### src/rtl/pair_source.sv
// Producer end of the dual dav/rfd handshake: a small FIFO of (x, y) pairs sent on two 8-bit channels.
// Optional end-to-end pulse-length checker enabled by defining PAIR_SOURCE_MAXCHECK_EN.
module pair_source #(
    parameter int DEPTH = 4,
    parameter int W     = 8
) (
    input  logic         clock,
    input  logic         reset_,
    input  logic         wr,
    input  logic [W-1:0] wdata_x,
    input  logic [W-1:0] wdata_y,
    output logic         full,
    output logic         empty,
    output logic         ovf,
    output logic [W-1:0] x,
    output logic [W-1:0] y,
    output logic         dav_x,
    output logic         dav_y,
    input  logic         rfd_x,
    input  logic         rfd_y,
`ifdef PAIR_SOURCE_MAXCHECK_EN
    input  logic         out,
    output logic         err,
`endif
    output logic [7:0]   sent
);

    localparam int AW = (DEPTH > 1) ? $clog2(DEPTH) : 1;
    localparam logic [AW:0]   DEPTH_C = (AW+1)'(DEPTH);
    localparam logic [AW:0]   CNT_ONE = (AW+1)'(1);
    localparam logic [AW-1:0] PTR_ONE = (AW)'(1);

    typedef enum logic [1:0] {S0, S1, S2} state_t;

    state_t state, state_next;

    logic [2*W-1:0] mem [DEPTH];
    logic [AW-1:0]  wr_ptr, rd_ptr;
    logic [AW:0]    count, count_next;
    logic           full_q, empty_q, ovf_q;
    logic           push, pop;
    logic           load, done, dav_next;
    logic           dav_q;
    logic [W-1:0]   x_q, y_q;
    logic [7:0]     sent_q;

    // A full FIFO refuses the write even if a pop frees a slot in the same cycle.
    assign push = wr && !full_q;
    assign pop  = load;

    always_comb begin
        count_next = count;
        unique case ({push, pop})
            2'b10:   count_next = count + CNT_ONE;
            2'b01:   count_next = count - CNT_ONE;
            default: count_next = count;
        endcase
    end

    // NOTE: storage has no reset; clearing the pointers and count is what empties the FIFO.
    always_ff @(posedge clock) begin
        if (push)
            mem[wr_ptr] <= {wdata_x, wdata_y};
    end

    // NOTE: all state uses non-blocking assignments so every flop samples pre-edge values.
    always_ff @(posedge clock or posedge reset_) begin
        if (reset_) begin
            wr_ptr  <= '0;
            rd_ptr  <= '0;
            count   <= '0;
            full_q  <= 1'b0;
            empty_q <= 1'b1;
            ovf_q   <= 1'b0;
        end else begin
            if (push)
                wr_ptr <= wr_ptr + PTR_ONE;
            if (pop)
                rd_ptr <= rd_ptr + PTR_ONE;
            count   <= count_next;
            full_q  <= (count_next == DEPTH_C);
            empty_q <= (count_next == '0);
            if (wr && full_q)
                ovf_q <= 1'b1;
        end
    end

    always_ff @(posedge clock or posedge reset_) begin
        if (reset_)
            state <= S0;
        else
            state <= state_next;
    end

    // NOTE: every combinational output gets a default first so no latch is inferred.
    always_comb begin
        state_next = state;
        unique case (state)
            S0:      if (!empty_q && rfd_x && rfd_y) state_next = S1;
            S1:      state_next = S2;
            S2:      if (!rfd_x && !rfd_y) state_next = S0;
            default: state_next = S0;
        endcase
    end

    always_comb begin
        load     = (state == S0) && (state_next == S1);
        done     = (state == S2) && (state_next == S0);
        dav_next = (state_next != S2);
    end

    // x/y load one cycle before dav falls and hold until the next pop.
    always_ff @(posedge clock or posedge reset_) begin
        if (reset_) begin
            dav_q  <= 1'b1;
            x_q    <= '0;
            y_q    <= '0;
            sent_q <= '0;
        end else begin
            dav_q <= dav_next;
            if (load) begin
                x_q <= mem[rd_ptr][2*W-1:W];
                y_q <= mem[rd_ptr][W-1:0];
            end
            if (done)
                sent_q <= sent_q + 8'd1;
        end
    end

`ifdef PAIR_SOURCE_MAXCHECK_EN
    localparam int CW = W + 1;
    localparam logic [CW-1:0] CW_ONE = (CW)'(1);

    logic [CW-1:0] pulse_cnt;
    logic [CW-1:0] expected;
    logic [W-1:0]  max_xy;
    logic          out_q, armed, err_q;

    // A zero maximum means the consumer counts a full 2**W cycles.
    always_comb begin
        max_xy   = (x_q > y_q) ? x_q : y_q;
        expected = (max_xy == '0) ? {1'b1, {W{1'b0}}} : {1'b0, max_xy};
    end

    always_ff @(posedge clock or posedge reset_) begin
        if (reset_) begin
            pulse_cnt <= '0;
            out_q     <= 1'b0;
            armed     <= 1'b0;
            err_q     <= 1'b0;
        end else begin
            out_q <= out;
            if (done) begin
                pulse_cnt <= '0;
                armed     <= 1'b1;
            end else if (armed) begin
                if (out && !out_q)
                    pulse_cnt <= CW_ONE;
                else if (out && (pulse_cnt != '1))
                    pulse_cnt <= pulse_cnt + CW_ONE;
                if (!out && out_q && (pulse_cnt != expected))
                    err_q <= 1'b1;
            end
        end
    end

    assign err = err_q;
`endif

    assign full  = full_q;
    assign empty = empty_q;
    assign ovf   = ovf_q;
    assign x     = x_q;
    assign y     = y_q;
    assign dav_x = dav_q;
    assign dav_y = dav_q;
    assign sent  = sent_q;

endmodule

### config.mk
export PLATFORM = sky130hd
export DESIGN_NAME = pair_source
export DESIGN_NICKNAME = d
export VERILOG_FILES = /design/src/rtl/pair_source.sv
export SDC_FILE = /design/constraint.sdc
export NUM_CORES = 1
export LEC_CHECK = 0
export CAP_MARGIN = 0
export CORE_UTILIZATION = 30
export CTS_BUF_LIST = sky130_fd_sc_hd__clkbuf_4 sky130_fd_sc_hd__clkbuf_8
export DETAILED_ROUTE_END_ITERATION = 12
export DONT_BUFFER_PORTS = 1
export GPL_TIMING_DRIVEN = 0
export PLACE_DENSITY_LB_ADDON = 0.15
export SLEW_MARGIN = 30
export SYNTH_ARGS = -nofsm -noshare
export SYNTH_HDL_FRONTEND = slang
export SYNTH_SLANG_ARGS = --single-unit
### constraint.sdc
create_clock -name clock -period 3 [get_ports clock]
set_input_delay 0.3 -clock clock [delete_from_list [all_inputs] [get_ports clock]]
set_output_delay 0.3 -clock clock [all_outputs]
set_load 0.02 [all_outputs]
# After elaboration in Yosys (flattened, before gate mapping)
# Memory sizes are Yosys's and may differ from the RTL's. A register that Yosys moved wholly into a read port is not among the register bits.
# Cells that the tools add are included.
[totals]
input_bits = 21
ram_bits = 64
wordCells = 42
out_inout_bits = 29
memories = 1
register_bits = 21
[mem_list]
columns = ["name", "words", "word_bits", "read_ports", "rd_clocked_by_memory_dff", "wr", "line_no", "rtl"]
rows = [
  ["mem", 4, 16, 1, 1, 1, "37", "logic [2*W-1:0] mem [DEPTH];"],
]
[classes]
eq_ne = 7
n_mux = 6
add_sub_neg = 5
reduce_logical = 14
[ops]
columns = ["cell", "count"]
rows = [
  ["8-bit by 1-bit adder with 8-bit output (second input constant)", 1],
  ["1-bit logical AND", 7],
  ["2-bit by 1-bit == test with 1-bit output (second input constant)", 3],
  ["2-bit case mux with 3 select lines", 1],
  ["3-bit case mux with 2 select lines", 1],
  ["2-bit by 1-bit adder with 2-bit output (second input constant)", 2],
  ["2-bit == test (second input constant)", 2],
  ["1-bit logical NOT", 4],
  ["2-bit logical NOT", 2],
  ["2-bit 2-to-1 mux", 2],
  ["3-bit by 1-bit adder with 3-bit output (second input constant)", 1],
  ["3-bit == test (second input constant)", 1],
  ["3-bit logical NOT", 1],
  ["3-bit by 1-bit subtractor with 3-bit output (second input constant)", 1],
  ["1-bit 2-to-1 mux", 2],
  ["2-bit inequality test (second input constant)", 1],
]

# Longest topological paths before layout
# Gate-level depths: netlist (run 1).
[logic_depth]
ltp_word = 10
ltp_mapped = 9
mapped_depth_nobuf = 8

# Least setup slack after synthesis (run 1)
# OpenSTA, ideal clock, no wires.
[synth_path]
path_kind = "register -> register"
from = "register state[0]"
to = "register count[2]"
path_slack_ps = 404
n_path_buf = 1
setup_ps = 127
period_less_slack_ps = 2596
t_arrival_ps = 2468
required_ps = 2873
stages_incl_launch_ff = 10
path_cell_list = "dfrtp_1 -> or2_2 -> nor3_4 -> buf_6 -> ha_1 -> inv_1 -> fa_1 -> xor2_1 -> o21a_1 -> or2_2"
[synth_between]
elab_chain_cells = 6
elab_cells_between_ends = 11
cone_classes = "eq/ne: 5; mux: 4; reduce/logical: 2"
[synth_rtl]
columns = ["element", "line_no", "rtl"]
rows = [
  ["start: declaration", "35", "state_t state, state_next;"],
  ["start signal: assignment", "92", "state <= state_next;"],
  ["2-bit == test (tied with other cells)", "98", "unique case (state)"],
  ["2-bit case mux with 3 select lines", "98", ""],
  ["2-bit by 1-bit == test with 1-bit output", "107", "load = (state == S0) && (state_next == S1);"],
  ["1-bit logical AND (*)", "107", ""],
  ["net load", "42", "logic load, done, dav_next;"],
  ["2-bit by 1-bit == test with 1-bit output or 2-bit == test (tied branches)", "53", "unique case ({push, pop})"],
  ["3-bit case mux with 2 select lines (*)", "53", ""],
  ["net count_next[2]", "39", "logic [AW:0] count, count_next;"],
  ["end signal: assignment", "80", "count <= count_next;"],
  ["end: declaration", "39", ""],
]
# Mark *: on every way through the listed nets, which the timed path passes. The rest lies on a longest branch.
# A chain may end at the register's enable or synchronous reset.

# Worst setup path in the final report (run 1)
# Same ends and word-level chain as after synthesis.

==> impl_metrics.csv, run 1 <==
group,metric,value,unit
routing,finalWirelength,6980,microns
global_route,gr-usage-all-layers,0.113,
cts,cts_buffer_depth,2,
global_route,grt_pass1_wl,10600,microns
floorplanning,die_h,117,microns
routing,wire_per_inst,16.8,microns
global_route,use_met1,0.140,
routing,final_antenna_net_count,0,
power,p_comb_frac,0.258,
synthesis,yosysTopAreaCell,"edfxtp_1",
cells_and_area,final_cell_mix,"edfxtp_1, dfrtp_1, mux2_2",
cells_and_area,utilization,0.358,
cts,cts_root_buffer,"clkbuf_8",
floorplanning,core,0.0127,sq mm
power,p_leak,0.00166,uW
floorplanning,io_pins,50,
sta,fmax,389,MHz
global_route,grt_max_degree,25,
worst_setup_path,worstReg2RegStart,"state[0]",
global_route,overflow,0,
worst_setup_path,slowest_stage,"dfrtp_1",
job,cap_violations,0,
sta,rsz0062_at_grt,"no",
routing,vias,1830,
cells_and_area,layout.nets,267,
floorplanning,start_util,0.311,
global_route,grt_antenna_before_repair,0,
sta,final-setup-viol-count,0,
sta,slew_viol_final,0,
sta,skew,0.0127,ns
sta,fin_tns_setup,0,ns
placement,dpl.hpwl,4340,microns
cells_and_area,areaGrowthSynthToFinish,15.1,%
synthesis,async_flop_share,0.366,
worst_setup_path,startpoint,"state[0]",
worst_setup_path,arrival,2.83,ns
worst_setup_path,cp-start-kind,"flop",
sta,finalCritPeriodShare,0.857,
routing,drcViolationCount,0,
placement,io_buffer_count,0,
floorplanning,num_rows,41,
power,p_switching,1390,uW
cells_and_area,final_common_cell,"edfxtp_1",
worst_setup_path,max_stage_delay,0.42,ns
synthesis,synthDistinctLibCells,34,
sta,worstMarginPinSlew,0.931,ns
cells_and_area,nFillCells,1253,
synthesis,ys_seq_area_frac,0.721,
power,internal_power,2780,uW
floorplanning,die-area,0.0136,sq mm
synthesis,ys.flop_type,"edfxtp_1",
cts,insertion_delay,0.38,ns
min_path,hold_path.class,"in2reg",
cells_and_area,num_antenna_cells,0,
power,powerDensity,916,mW/mm^2
placement,dp_slack,-0.00213,ns
cts,tritoncts,"done",
floorplanning,die_w,117,microns
synthesis,ys_seq_elements,101,
power,p_seq_frac,0.546,
global_route,grt_pass1_vias,1943,
routing,drt_iter0_drc,48,
synthesis,synth.top_cells.by_area,"edfxtp_1, dfrtp_1, mux4_2",
sta,fin_ws,0.429,ns
sta,period_minus_slack,2.57,ns
synthesis,syn-num-nets,237,
synthesis,synth_cells,209,
worst_setup_path,end_kind,"flop",
min_path,min_from,"wr",
cts,cts.sinks,101,
sta,hold-worst-slack,0.0455,ns
global_route,use_met2,0.180,
sta,relSlewSlack,0.379,
synthesis,yosysTopAreaCellShare,0.486,
synthesis,synth_edf_count,64,
cts,htree_levels,3,
routing,drt_first_pass_iters,4,
worst_setup_path,crit_type,"reg2reg",
routing,viasPerCell,4.40,
global_route,met3_usage,0.0340,
cts,cts_buffers,9,
sta,finalHoldViolCount,0,
worst_setup_path,cp.required,3.26,ns
worst_setup_path,crit_chain,"or2_2 -> nor3_4 -> buf_6 -> ha_1 -> inv_1 -> fa_1 -> xor2_1 -> o21a_1 -> or2_2",
global_route,grt.busiest_layer,"met2",
power,p_clk_frac,0.196,
synthesis,yosys_warnings,0,
worst_setup_path,crit_top_cell,"or2_2",
cts,cts.clk_slew.worst_paths,0.09,ns
placement,gp_congestion,0.661,
cts,post_cts_resized,0,
cells_and_area,drive_above_1_share,0.283,
power,peakVddDrop,308,uV
synthesis,syn_area,0.00395,sq mm
status,status,"completed",
worst_setup_path,critPathMaxFanout,10,
synthesis,avgSynthCellArea,18.9,sq um
power,switching_share,0.334,
cell usage after synthesis (3+ instances only):
cell type,n
xnor2_1,4
buf_6,3
and2_1,4
nand2_1,4
ha_1,6
edfxtp_1,64
nor3_1,4
xor2_1,8
nor2_1,5
mux2_2,18
mux4_2,16
dfrtp_1,35
nand3_1,3
inv_1,9
worst paths after layout:
kind | to | slack, ns | cells past startpoint
worst min-delay path | ovf | 0.05 | 1
worst max register to register | count[2] | 0.43 | 9
max in group asynchronous | dav_x | 2.12 | 3
min in group asynchronous | y[1] | 0.34 | 2
worst max-delay path | count[2] | 0.43 | 9
worst min register to register | dav_x | 0.51 | 1
metrics by stage:
stage               instances  power (uW)  cell area (sq um)
floorplan                 209        3110               3950
global placement          381        3390               4170
detailed placement        382        3400               4190
CTS                       416        4260               4550
global route              416        4440               4550
finish                    416        4170               4550
layout make-up:
| class | count | area (sq um) | share of cell area |
|---|---|---|---|
| Sequential cell | 101 | 2850 | 0.627 |
| Multi-Input combinational cell | 90 | 1000 | 0.221 |
| Tap cell | 172 | 215 | 0.0473 |
| Timing Repair Buffer | 19 | 198 | 0.0435 |
| Clock buffer | 11 | 139 | 0.0305 |
| Buffer | 9 | 66.3 | 0.0146 |
| Clock inverter | 5 | 42.5 | 0.00935 |
| Inverter | 9 | 33.8 | 0.00743 |
state kept, by name (all words and copies together) (netlist names):
register	flops
count	3
dav_x	1
empty	1
full	1
mem	64
ovf	1
rd_ptr	2
sent	8
state	2
wr_ptr	2
x	8
y	8
timing repair:
action                                 CTS  global route
hold buffers                            17             0
setup buffers                            1             0
endpoints found under the hold margin   77             0
setup endpoints to repair                1             0
per-layer routing:
| metal | wire (microns) | vias up |
|---|---|---|
| li1 | - | 842 |
| met1 | 3190 | 936 |
| met2 | 3380 | 41 |
| met3 | 265 | 11 |
| met4 | 148 | 0 |
| met5 | 0 | - |
power groups by stage:
stage | clock (uW) | sequential (uW) | combinational (uW)
finish | 816 | 2280 | 1080
global route | 904 | 2330 | 1200
CTS | 854 | 2290 | 1110
detailed placement | 0 | 2320 | 1080
global placement | 0 | 2310 | 1070
floorplan | 0 | 2260 | 855
logic make-up (layout without fill, tap and decap cells):
kind of cell	count (synthesis)	count (layout)	share of synthesized area
buffers and inverters	18	53	0.0253
DFF	101	101	0.721
and+or+nand+nor	30	30	0.0481
muxes	35	35	0.145
adders and majority gates	7	7	0.0241
AOI/OAI and AO/OA	6	6	0.0101
xor gates and xnor gates	12	12	0.0266
worst max-delay path: cells and delay by family (launching register included):
family | cells | cell delay [ns]
buffers and inverters | 2 | 0.26
XOR/XNOR | 1 | 0.16
flip-flops | 1 | 0.42
AND/OR/NAND/NOR | 3 | 0.85
AO/OA/AOI/OAI | 1 | 0.19
adder cells (fa/ha/maj) | 2 | 0.57
(Power assumes the default switching activity.)
==> run 2, diff against run 1 <==
--- a/config.mk
+++ b/config.mk
@@ -5,7 +5,7 @@
 export SDC_FILE = /design/constraint.sdc
 export NUM_CORES = 1
 export LEC_CHECK = 0
-export CAP_MARGIN = 0
+export CAP_MARGIN = 10
 export CORE_UTILIZATION = 30
 export CTS_BUF_LIST = sky130_fd_sc_hd__clkbuf_4 sky130_fd_sc_hd__clkbuf_8
 export DETAILED_ROUTE_END_ITERATION = 12
==> results of run 2 <==
No change in the layout: final DEF, timing and power equal those of run 1.
